**config.mk**
```make
export PLATFORM = sky130hd
export DESIGN_NAME = wb_port_arbiter
export DESIGN_NICKNAME = d
export VERILOG_FILES = /design/src/rtl/wb_arb_pkg.sv /design/src/rtl/wb_sync_fifo.sv /design/src/rtl/wb_port_arbiter.sv
export SDC_FILE = /design/constraint.sdc
export NUM_CORES = 1
export LEC_CHECK = 0
export ABC_AREA = 1
export BUFFER_PORTS_ARGS = -buffer_cell sky130_fd_sc_hd__buf_2
export CORE_ASPECT_RATIO = 1.2
export CORE_UTILIZATION = 33
export CTS_CLUSTER_DIAMETER = 100
export DETAILED_ROUTE_END_ITERATION = 8
export HOLD_SLACK_MARGIN = 0.02
export PLACE_DENSITY = 0.56
export REMOVE_ABC_BUFFERS = 1
export SLEW_MARGIN = 20
export SYNTH_ARGS = -nofsm -noshare
export SYNTH_HDL_FRONTEND = slang
export SYNTH_SLANG_ARGS = --single-unit
```
**constraint.sdc**
```tcl
create_clock -name clk -period 1.7 [get_ports clk]
set_input_delay 0.17 -clock clk [delete_from_list [all_inputs] [get_ports clk]]
set_output_delay 0.17 -clock clk [all_outputs]
set_load 0.03 [all_outputs]
```
**src/rtl/wb_arb_pkg.sv**
```systemverilog
// Shared definitions for the writeback port arbiter.
//   WB_DATA_W / WB_ADDR_W : default register data and address widths
//   wb_state_e            : arbiter state (IDLE, PEND, FORCE)
//   wb_entry_t            : one queued secondary write {addr, data} at default widths
package wb_arb_pkg;

  localparam int WB_DATA_W = 8;
  localparam int WB_ADDR_W = 3;

  typedef enum logic [1:0] {
    IDLE  = 2'd0,
    PEND  = 2'd1,
    FORCE = 2'd2
  } wb_state_e;

  typedef struct packed {
    logic [WB_ADDR_W-1:0] addr;
    logic [WB_DATA_W-1:0] data;
  } wb_entry_t;

endpackage

```
**src/rtl/wb_sync_fifo.sv**
```systemverilog
// Parameterised synchronous FIFO with first-word-fall-through read port.
// Ports:
//   clk, reset    : rising-edge clock, asynchronous active-high reset
//   push, din     : write strobe and data (ignored when full)
//   pop, dout     : read strobe (ignored when empty) and current head entry
//   full, empty   : occupancy flags
//   count         : exact occupancy, 0..DEPTH
// DEPTH must be a power of two (>= 2) so pointers wrap by plain overflow.
module wb_sync_fifo #(
  parameter int W     = 11,
  parameter int DEPTH = 4,
  localparam int AW   = $clog2(DEPTH),
  localparam int CW   = AW + 1
) (
  input  logic          clk,
  input  logic          reset,
  input  logic          push,
  input  logic [W-1:0]  din,
  input  logic          pop,
  output logic [W-1:0]  dout,
  output logic          full,
  output logic          empty,
  output logic [CW-1:0] count
);

  logic [W-1:0]  mem [DEPTH];
  logic [AW-1:0] wr_ptr;
  logic [AW-1:0] rd_ptr;
  logic          do_push;
  logic          do_pop;

  assign full    = (count == CW'(DEPTH));
  assign empty   = (count == '0);
  assign do_push = push && !full;
  assign do_pop  = pop && !empty;
  assign dout    = mem[rd_ptr];

  // Storage needs no reset: entries are only visible through count.
  always_ff @(posedge clk) begin
    if (do_push) mem[wr_ptr] <= din;
  end

  always_ff @(posedge clk or posedge reset) begin
    if (reset) begin
      wr_ptr <= '0;
      rd_ptr <= '0;
      count  <= '0;
    end else begin
      if (do_push) wr_ptr <= wr_ptr + 1'b1;
      if (do_pop)  rd_ptr <= rd_ptr + 1'b1;
      case ({do_push, do_pop})
        2'b10:   count <= count + 1'b1;
        2'b01:   count <= count - 1'b1;
        default: count <= count;
      endcase
    end
  end

endmodule

```
**src/rtl/wb_port_arbiter.sv**
```systemverilog
// Shares the register-file write port between the pipeline writeback
// (fixed priority, never stalled by this block) and a queued secondary
// writer (loader / debug poke) that drains in idle writeback slots.
// A starvation guard raises pipe_stall when the queue head waits too long.
// Ports:
//   clk, reset                      : clock, asynchronous active-high reset
//   pipe_we/pipe_addr/pipe_data     : writeback from the EX/WB register
//   sec_valid/sec_ready/sec_addr/sec_data : secondary request handshake
//   rf_we/rf_addr/rf_data           : register-file write port
//   pipe_stall                      : stall request to fetch/decode
//   fifo_count, busy                : queue occupancy / non-empty
//   sec_wr_total, stall_cycles      : saturating statistics (WB_ARB_STATS_EN only)
// Handshake: a secondary write is accepted on any rising edge where
// sec_valid && sec_ready; sec_ready depends only on the queue being not
// full (a same-cycle pop does not open a slot) and reset being low.
// Optional feature macro: WB_ARB_STATS_EN.
module wb_port_arbiter
  import wb_arb_pkg::*;
#(
  parameter int DATA_W       = WB_DATA_W,
  parameter int ADDR_W       = WB_ADDR_W,
  parameter int DEPTH        = 4,
  parameter int STARVE_LIMIT = 8,
  localparam int CW          = $clog2(DEPTH) + 1
) (
  input  logic              clk,
  input  logic              reset,
  input  logic              pipe_we,
  input  logic [ADDR_W-1:0] pipe_addr,
  input  logic [DATA_W-1:0] pipe_data,
  input  logic              sec_valid,
  output logic              sec_ready,
  input  logic [ADDR_W-1:0] sec_addr,
  input  logic [DATA_W-1:0] sec_data,
  output logic              rf_we,
  output logic [ADDR_W-1:0] rf_addr,
  output logic [DATA_W-1:0] rf_data,
  output logic              pipe_stall,
  output logic [CW-1:0]     fifo_count,
  output logic              busy
`ifdef WB_ARB_STATS_EN
  ,
  output logic [15:0]       sec_wr_total,
  output logic [15:0]       stall_cycles
`endif
);

  logic [ADDR_W+DATA_W-1:0] head;
  logic                     full;
  logic                     empty;
  logic                     push;
  logic                     pop;
  logic                     last_out;
  logic [7:0]               wait_cnt;
  wb_state_e                state;

  assign sec_ready = !full && !reset;
  assign push      = sec_valid && sec_ready;
  // The pipeline always wins; the queue only drains in bubbles.
  assign pop       = !pipe_we && !empty;
  assign busy      = !empty;
  // Queue becomes empty at this edge.
  assign last_out  = pop && !push && (fifo_count == CW'(1));

  wb_sync_fifo #(
    .W     (ADDR_W + DATA_W),
    .DEPTH (DEPTH)
  ) u_fifo (
    .clk   (clk),
    .reset (reset),
    .push  (push),
    .din   ({sec_addr, sec_data}),
    .pop   (pop),
    .dout  (head),
    .full  (full),
    .empty (empty),
    .count (fifo_count)
  );

  always_comb begin
    rf_we   = 1'b0;
    rf_addr = '0;
    rf_data = '0;
    if (reset) begin
      rf_we = 1'b0;
    end else if (pipe_we) begin
      rf_we   = 1'b1;
      rf_addr = pipe_addr;
      rf_data = pipe_data;
    end else if (!empty) begin
      rf_we   = 1'b1;
      {rf_addr, rf_data} = head;
    end
  end

  // Age of the current head in cycles without a pop; saturates at the limit.
  always_ff @(posedge clk or posedge reset) begin
    if (reset) begin
      wait_cnt <= '0;
    end else if (pop || empty) begin
      wait_cnt <= '0;
    end else if (wait_cnt != 8'(STARVE_LIMIT)) begin
      wait_cnt <= wait_cnt + 8'd1;
    end
  end

  always_ff @(posedge clk or posedge reset) begin
    if (reset) begin
      state      <= IDLE;
      pipe_stall <= 1'b0;
    end else begin
      case (state)
        IDLE: begin
          if (push) state <= PEND;
        end
        PEND: begin
          if (last_out) begin
            state <= IDLE;
          end else if (!pop && wait_cnt == 8'(STARVE_LIMIT - 1)) begin
            state      <= FORCE;
            pipe_stall <= 1'b1;
          end
        end
        FORCE: begin
          // Stall holds until the starving head finally drains.
          if (pop) begin
            state      <= last_out ? IDLE : PEND;
            pipe_stall <= 1'b0;
          end
        end
        default: begin
          state      <= IDLE;
          pipe_stall <= 1'b0;
        end
      endcase
    end
  end

`ifdef WB_ARB_STATS_EN
  always_ff @(posedge clk or posedge reset) begin
    if (reset) begin
      sec_wr_total <= '0;
      stall_cycles <= '0;
    end else begin
      if (pop && sec_wr_total != 16'hFFFF) sec_wr_total <= sec_wr_total + 16'd1;
      if (pipe_stall && stall_cycles != 16'hFFFF) stall_cycles <= stall_cycles + 16'd1;
    end
  end
`endif

endmodule

```
==> results.ini, run 1 <==
[synthesis]
yosysTopAreaCellShare_pct = 43.8
synth_warnings = 0
synth-seq-cells = 62
synth.yosys.seq_area_share_pct = 58.8
syn_inst = 306
netlist-cell-type-count = 26
syn-cell-area_um2 = 3020
yosysTopAreaCell = edfxtp_1
syn_avg_cell_area_um2 = 9.85
synthTopCellsByArea = edfxtp_1 (44%), dfrtp_1 (15%), nor2_1 (8.2%)

[worst_setup_path]
cp-start-kind = flip-flop
regToRegSetupSlack_ns = 0.11
startpoint = u_fifo.count[0]$_DFFE_PP0P_
cp-endpoint = rf_addr[1]
r2r_cells = 7
required_ns = 1.53
path_max_fanout = 6
reg2reg_from = u_fifo.count[0]$_DFFE_PP0P_
r2r-end = u_fifo.mem[3][10]$_DFFE_PP_
crit_arrival_ns = 1.70
critical_path_class = reg -> out
crit_path_end_kind = output port

[outcome]
outcome = finished with violations
violations = setup timing

[layout]
final_cell_mix = nor2_1 (63), nand2_1 (51), edfxtp_1 (44)
layout_commonest_cell = nor2_1
finish.instance_area_um2 = 3960
final_nets = 427
diodes = 0
drive_gt1_share_pct = 32.9
area_growth_pct = 31.5

[sta]
min_period_ns = 1.87
hold_viol_final = 0
rsz0062_at_grt = true
fin_skew_ns = 0.0125
worst_pin_slew_ns = 0.878
hold_ws_ns = 0.0464
max_slew_margin_pct = 41.3
timing.final.ws_setup_ns = -0.172
slew_violations = 0
fmax_mhz = 534
finalSetupViolCount = 11
fin_crit_sh_pct = 110

[clocking]
cts_buffers = 9
clk_latency_ns = 0.34
clkSinkCount = 62
clk_path_buf_depth = 2
clk_pin_slew_ns = 0.07
h-tree-depth = 3
cts_tree = built
root_buffer = clkbuf_8

[routing]
vias = 2302
wire_per_inst_um = 13.2
route.detailed.drc = 0
firstDrtPassIters = 4
postRouteWirelength_mm = 6.75
vias_per_cell = 4.50
drtIter0Drc = 76
ant_nets = 0

[grt]
grt_overflow = 0
grt_pass1_wl_mm = 10.8
antenna_found_initial = 0
grt_pass1_vias = 2225
grt_max_degree = 24
grtUsageTotal_pct = 15.8

[die]
die-width_um = 89.3
row_count = 37
start_util_pct = 34.6
die_h_um = 107
core-area_um2 = 8700
ios = 44
die_area_um2 = 9530

[place]
dpl_cell_area_um2 = 3470
post-dp-hpwl_mm = 4.42
portBuffers = 43
gp_congestion = 0.806

[power]
irDropWorstVdd_v = 0.000731
p_leak_nw = 1.75
power.density_nw_per_um2 = 1500

[min_path]
hold_path_class = in -> reg

[job]
cap_violations = 0

Yosys cell counts (all sizes together):
cell type and instances:
a21boi 1, a21oi 14, a31oi 1, buf 6, clkbuf 3, dfrtp 18
edfxtp 44, ha 11, inv 30, nand2 62, nand3 10, nor2 67
nor3 2, nor4 1, o21ai 30, xnor2 2, xor2 4
layer usage:
metal,global-route usage [%],routed length [um]
met2,26.1,3310
met4,7.14,127
met5,0,0
met1,19.3,3000
met3,3.54,307
cell families after synthesis:
kind of cell,share of synthesized area (%)
adder cells (fa/ha/maj),4.56
flip-flops,58.8
buffers and inverters,6.47
XOR/XNOR,1.74
AND/OR/NAND/NOR,19.3
AO/OA/AOI/OAI,9.13
final cells by class:
type,instances,area [um^2]
multi-input cells,205,1130
repair buffers,82,618
clock inverters,6,52.6
inverters,30,118
well taps,117,146
clock buffers,10,128
flip-flops and latches,62,1770
fillers,860,4740
worst min path at each step:
stage                start                           end  slack [ns]  cells past startpoint
2_1_floorplan        reset        pipe_stall$_DFFE_PP0P_        0.15                      1
3_3_place_gp         reset        pipe_stall$_DFFE_PP0P_        0.35                      3
3_5_place_dp         reset  u_fifo.wr_ptr[1]$_DFFE_PP0P_        0.35                      3
4_1_cts        sec_data[4]    u_fifo.mem[1][4]$_DFFE_PP_        0.03                      1
5_1_grt        sec_data[5]    u_fifo.mem[2][5]$_DFFE_PP_        0.04                      1
6_report       sec_data[4]    u_fifo.mem[1][4]$_DFFE_PP_        0.05                      1
stage by stage:
stage	utilization, %	TNS [ns]	instances	worst slack [ns]	power, mW
after floorplan	-	-19.66	297	-0.387	3.46
after global placement	39.9	0	479	0.0734	4.20
after detailed placement	39.9	0	479	0.0123	4.22
after CTS	44.4	-1.57	508	-0.182	5.80
after global routing	45.5	-2.74	512	-0.264	6.39
final	45.5	-1.48	512	-0.172	5.94
flip-flops by register name, indices dropped and copies added, names as in the netlist:
signal and count:
u_fifo.rd_ptr 2, u_fifo.count 3, u_fifo.mem 44, state 2
u_fifo.wr_ptr 2, wait_cnt 8, pipe_stall 1
power by group:
group          internal [mW]  switching [mW]  total (mW)
clock network          0.660           0.564        1.22
logic                   1.16            1.56        2.72
registers               1.87           0.131        2.00
timing repair:
action | 4_1_cts | 5_1_grt
hold endpoints to repair | 18 | 0
cloned | 0 | 0
pin swaps | 10 | 16
hold buffers | 1 | 0
resized for setup | 39 | 17
buffers inserted | 12 | 5
setup endpoints to repair | 12 | 14
worst max-delay path, stage by stage (launching register included):
cell	delay, ns
dfrtp_1	0.37
inv_2	0.06
ha_4	0.16
nand2_4	0.07
nand2_4	0.05
inv_4	0.06
buf_12	0.11
buf_12	0.13
nand2_4	0.05
a21oi_2	0.14
buf_6	0.14
(Power assumes the default switching activity.)
==> run 2: changes to the inputs <==
--- a/config.mk
+++ b/config.mk
@@ -12,7 +12,6 @@
 export CTS_CLUSTER_DIAMETER = 100
 export DETAILED_ROUTE_END_ITERATION = 8
 export HOLD_SLACK_MARGIN = 0.02
-export PLACE_DENSITY = 0.56
 export REMOVE_ABC_BUFFERS = 1
 export SLEW_MARGIN = 20
 export SYNTH_ARGS = -nofsm -noshare
==> results.ini, run 2 (same netlist as run 1, synthesis figures left out) <==
[outcome]
outcome = finished with violations
violations = setup timing

[worst_setup_path]
crit_path_end_kind = output port
required_ns = 1.53
reg2reg_from = u_fifo.count[0]$_DFFE_PP0P_
cp.buffers_inverters = 3
startpoint = u_fifo.rd_ptr[0]$_DFFE_PP0P_
regToRegSetupSlack_ns = 0.03
r2r-end = u_fifo.mem[1][8]$_DFFE_PP_
r2r_cells = 8
crit_family = flip-flops
critical_path.most_common_cell = buf_6
critical_path_class = reg -> out
cpPeakStageDelay_ns = 0.42
path_cells = buf_6 > buf_8 > nor2_4 > nor2_2 > o21ai_1 > nand2_1 > nand2_4 > a21oi_2 > buf_6
cp-start-kind = flip-flop
crit_arrival_ns = 1.64
crit_slowest_cell = dfrtp_2
path_max_fanout = 5

[die]
ios = 44
core-area_um2 = 8700
row_count = 37
start_util_pct = 34.6
die_h_um = 107
die_area_um2 = 9530
die-width_um = 89.3

[min_path]
min_to = u_fifo.mem[2][7]$_DFFE_PP_
worstHoldStart = sec_data[7]
hold_path_class = in -> reg
hold_depth = 1

[routing]
route.detailed.drc = 0
vias_per_cell = 4.49
firstDrtPassIters = 4
ant_nets = 0
drtIter0Drc = 66
wire_per_inst_um = 13.5
postRouteWirelength_mm = 6.95
vias = 2314

[grt]
grt_max_degree = 19
antenna_found_initial = 0
grt_pass1_wl_mm = 10.9
grtUsageTotal_pct = 15.7
grt_overflow = 0
grt_pass1_vias = 2310

[sta]
max_slew_margin_pct = 42.4
slew_violations = 0
finalSetupViolCount = 11
min_period_ns = 1.81
rsz0062_at_grt = true
fmax_mhz = 552
fin_skew_ns = 0.00796
fin_crit_sh_pct = 106
worst_pin_slew_ns = 0.861
hold_viol_final = 0
timing.final.ws_setup_ns = -0.110

[place]
post-dp-hpwl_mm = 4.59
gp_congestion = 0.780
placed_cells_incl_taps = 481
portBuffers = 43

[power]
irDropWorstVdd_v = 0.000778
p_leak_nw = 1.78
power.density_nw_per_um2 = 1520
finalPower_mw = 6.25

[layout]
layout_commonest_cell = nor2_1
drive_gt1_share_pct = 37.4
final_cell_mix = nor2_1 (53), nand2_1 (47), edfxtp_1 (44)
final_nets = 430
largest_register_ffs = 44
area_growth_pct = 36.1
top_register = u_fifo.mem
reg.largest.list = u_fifo.mem x44, wait_cnt x8, u_fifo.count x3
final_cells = 515
diodes = 0

[clocking]
cts_tree = built
clk_latency_ns = 0.33
clkSinkCount = 62
root_buffer = clkbuf_8
clk_path_buf_depth = 2
cts_buffers = 9
h-tree-depth = 3
clk_pin_slew_ns = 0.07

[job]
cap_violations = 0

## run 2: what timing repair did
| action | in CTS | in global routing |
|---|---|---|
| endpoints found under the setup margin | 11 | 18 |
| resized for setup | 50 | 43 |
| pin swaps | 16 | 22 |
| setup buffers | 10 | 5 |
| hold buffers | 1 | 0 |
| hold endpoints to repair | 18 | 0 |
| cloned | 2 | 0 |
## run 2: power breakdown
part	total (mW)	leakage (nW)	internal, mW	switching [mW]
combinational	3.03	1.06	1.34	1.69
clock	1.21	0.0887	0.679	0.529
sequential	2.01	0.631	1.87	0.143
## run 2: layer usage
layer | wire length, um | track usage, %
met4 | 85 | 7.60
met5 | 0 | 0
met1 | 3110 | 19.5
met2 | 3550 | 26.0
met3 | 200 | 2.85
## run 2: how the worst max path moves through the flow
stage	cells past startpoint	to	slack (ns)
2_1_floorplan	5	u_fifo.mem[0][0]$_DFFE_PP_	-0.39
3_5_place_dp	10	u_fifo.count[2]$_DFFE_PP0P_	0.02
5_1_grt	9	rf_data[1]	-0.19
4_1_cts	9	rf_data[5]	-0.1
6_report	9	rf_data[1]	-0.11
3_3_place_gp	10	u_fifo.count[2]$_DFFE_PP0P_	0.06
## run 2: layout make-up
type                            instances  area, um^2
Clock inverter                          2        35.0
Sequential cell                        62        1770
Clock buffer                           14         143
Tap cell                              117         146
Fill cell                             850        4600
Inverter                               30         121
Timing Repair Buffer                   85         686
Multi-Input combinational cell        205        1200
## run 2: metrics by stage
stage	TNS (ns)	hold WS [ns]	setup WS (ns)	util (%)	area, um^2
floorplan	-19.66	0.154	-0.387	-	2930
global placement	0	0.349	0.0622	39.9	3470
detailed placement	0	0.360	0.0154	39.9	3470
CTS	-0.776	0.0417	-0.0953	45.1	3920
global route	-2.47	0.0452	-0.187	47.1	4100
finish	-0.787	0.0599	-0.110	47.1	4100
==> run 3: changes to the inputs <==
==> constraint.sdc (replaced) <==
create_clock -name clk -period 1.7 [get_ports clk]
set_input_delay 0.34 -clock clk [delete_from_list [all_inputs] [get_ports clk]]
set_output_delay 0.34 -clock clk [all_outputs]
set_load 0.03 [all_outputs]
==> results.ini, run 3 (same netlist as run 1, synthesis figures left out) <==
[outcome]
outcome = finished with violations
violations = setup timing

[clocking]
clk_pin_slew_ns = 0.07
clkSinkCount = 62
cts_buffers = 9
clk_path_buf_depth = 2
cts_tree = built
clk_latency_ns = 0.34
root_buffer = clkbuf_8
h-tree-depth = 3

[place]
post-dp-hpwl_mm = 4.58
gp_congestion = 0.749
portBuffers = 43
placed_cells_incl_taps = 487
dpl_cell_area_um2 = 3540

[grt]
grt_max_degree = 17
grtUsageTotal_pct = 14.9
grt_overflow = 0
grt_pass1_wl_mm = 10.5
grt_pass1_vias = 2299
antenna_found_initial = 0

[sta]
fin_crit_sh_pct = 115
worst_pin_slew_ns = 0.202
fmax_mhz = 513
finalSetupViolCount = 14
slew_violations = 0
max_slew_margin_pct = 86.4
min_period_ns = 1.95
rsz0062_at_grt = true
timing.final.ws_setup_ns = -0.251
fin_skew_ns = 0.0111
hold_viol_final = 0

[job]
cap_violations = 0

[layout]
final_cells = 513
area_growth_pct = 32.4
diodes = 0
drive_gt1_share_pct = 32.8
top_register = u_fifo.mem
reg.largest.list = u_fifo.mem x44, wait_cnt x8, u_fifo.count x3
final_cell_mix = nor2_1 (65), nand2_1 (52), edfxtp_1 (44)
largest_register_ffs = 44
fin_util_pct = 45.9
layout_commonest_cell = nor2_1
finish.instance_area_um2 = 3990
final_nets = 428

[routing]
postRouteWirelength_mm = 6.57
route.detailed.drc = 0
drtIter0Drc = 76
firstDrtPassIters = 4
vias = 2306
ant_nets = 0
vias_per_cell = 4.50
wire_per_inst_um = 12.8

[die]
core-area_um2 = 8700
die-width_um = 89.3
ios = 44
die_h_um = 107
start_util_pct = 34.6
die_area_um2 = 9530
row_count = 37

[power]
p_switching_mw = 2.23
power.density_nw_per_um2 = 1510
clockPowerShare_pct = 20.3
irDropWorstVdd_v = 0.000825
p_seq_share_pct = 33.2
finalPower_mw = 6.01
p_leak_nw = 1.75
swShare_pct = 37.0
combinationalPowerShare_pct = 46.5
p_int_mw = 3.79

[worst_setup_path]
crit_arrival_ns = 1.61
path_max_fanout = 5
startpoint = u_fifo.count[0]$_DFFE_PP0P_
crit_path_end_kind = output port
r2r-end = u_fifo.count[2]$_DFFE_PP0P_
critical_path_class = reg -> out
r2r_cells = 10
cp-endpoint = rf_data[2]
regToRegSetupSlack_ns = 0.04
reg2reg_from = u_fifo.count[0]$_DFFE_PP0P_
required_ns = 1.36
cp-start-kind = flip-flop

[min_path]
hold_path_class = in -> async

run 3: timing repair:
action / 4_1_cts / 5_1_grt
hold buffers: 0 / 0
gates resized for setup: 37 / 23
pin swaps: 1 / 9
cloned: 0 / 2
buffers inserted: 4 / 5
endpoints found under the setup margin: 15 / 17
hold endpoints to repair: 0 / 0
run 3: cell type report:
type                       count  area, um^2
inverter                      30         120
multi-input combinational    205        1110
timing repair buffer          83         661
fill                         840        4710
tap                          117         146
sequential                    62        1770
clock inverter                 4        50.0
clock buffer                  12         135
run 3: layer usage:
metal  routed length (um)  track usage (%)  up-vias
met5                    0                0        -
met4                  110             6.46        0
met3                  174             3.00        8
met2                 3430             26.7       42
met1                 2850             16.7     1088
li1                     -                -     1168
run 3: how the worst min path moves through the flow:
stage | start | endpoint | slack (ns)
6_report | reset | wait_cnt[1]$_DFFE_PP0P_ | 0.12
5_1_grt | reset | wait_cnt[1]$_DFFE_PP0P_ | 0.13
4_1_cts | reset | u_fifo.count[0]$_DFFE_PP0P_ | 0.11
3_5_place_dp | reset | u_fifo.count[1]$_DFFE_PP0P_ | 0.47
3_3_place_gp | reset | u_fifo.count[1]$_DFFE_PP0P_ | 0.47
2_1_floorplan | reset | pipe_stall$_DFFE_PP0P_ | 0.32
run 3: critical path, stage by stage, from the launching register on:
cell	delay, ns
dfrtp_1	0.36
inv_2	0.06
ha_4	0.16
nand2_4	0.06
nand2_4	0.06
inv_6	0.08
clkbuf_16	0.15
nand2_4	0.04
a21oi_2	0.15
buf_6	0.15
run 3: stage by stage:
stage | worst slack, ns | hold slack (ns) | setup TNS [ns]
6_report | -0.251 | 0.117 | -2.83
5_1_grt | -0.332 | 0.126 | -4.20
4_1_cts | -0.241 | 0.109 | -2.70
3_5_place_dp | -0.0152 | 0.467 | -0.0224
3_3_place_gp | -0.00389 | 0.469 | -0.00389
2_1_floorplan | -0.387 | 0.324 | -21.56
run 3: power by group through the flow:
| stage | clock (mW) | combinational (mW) | sequential [mW] |
|---|---|---|---|
| CTS | 1.25 | 2.59 | 1.99 |
| detailed placement | 0 | 2.35 | 2.01 |
| global route | 1.32 | 3.11 | 2.02 |
| finish | 1.22 | 2.79 | 2.00 |
| global placement | 0 | 2.32 | 2.00 |
| floorplan | 0 | 1.31 | 2.15 |
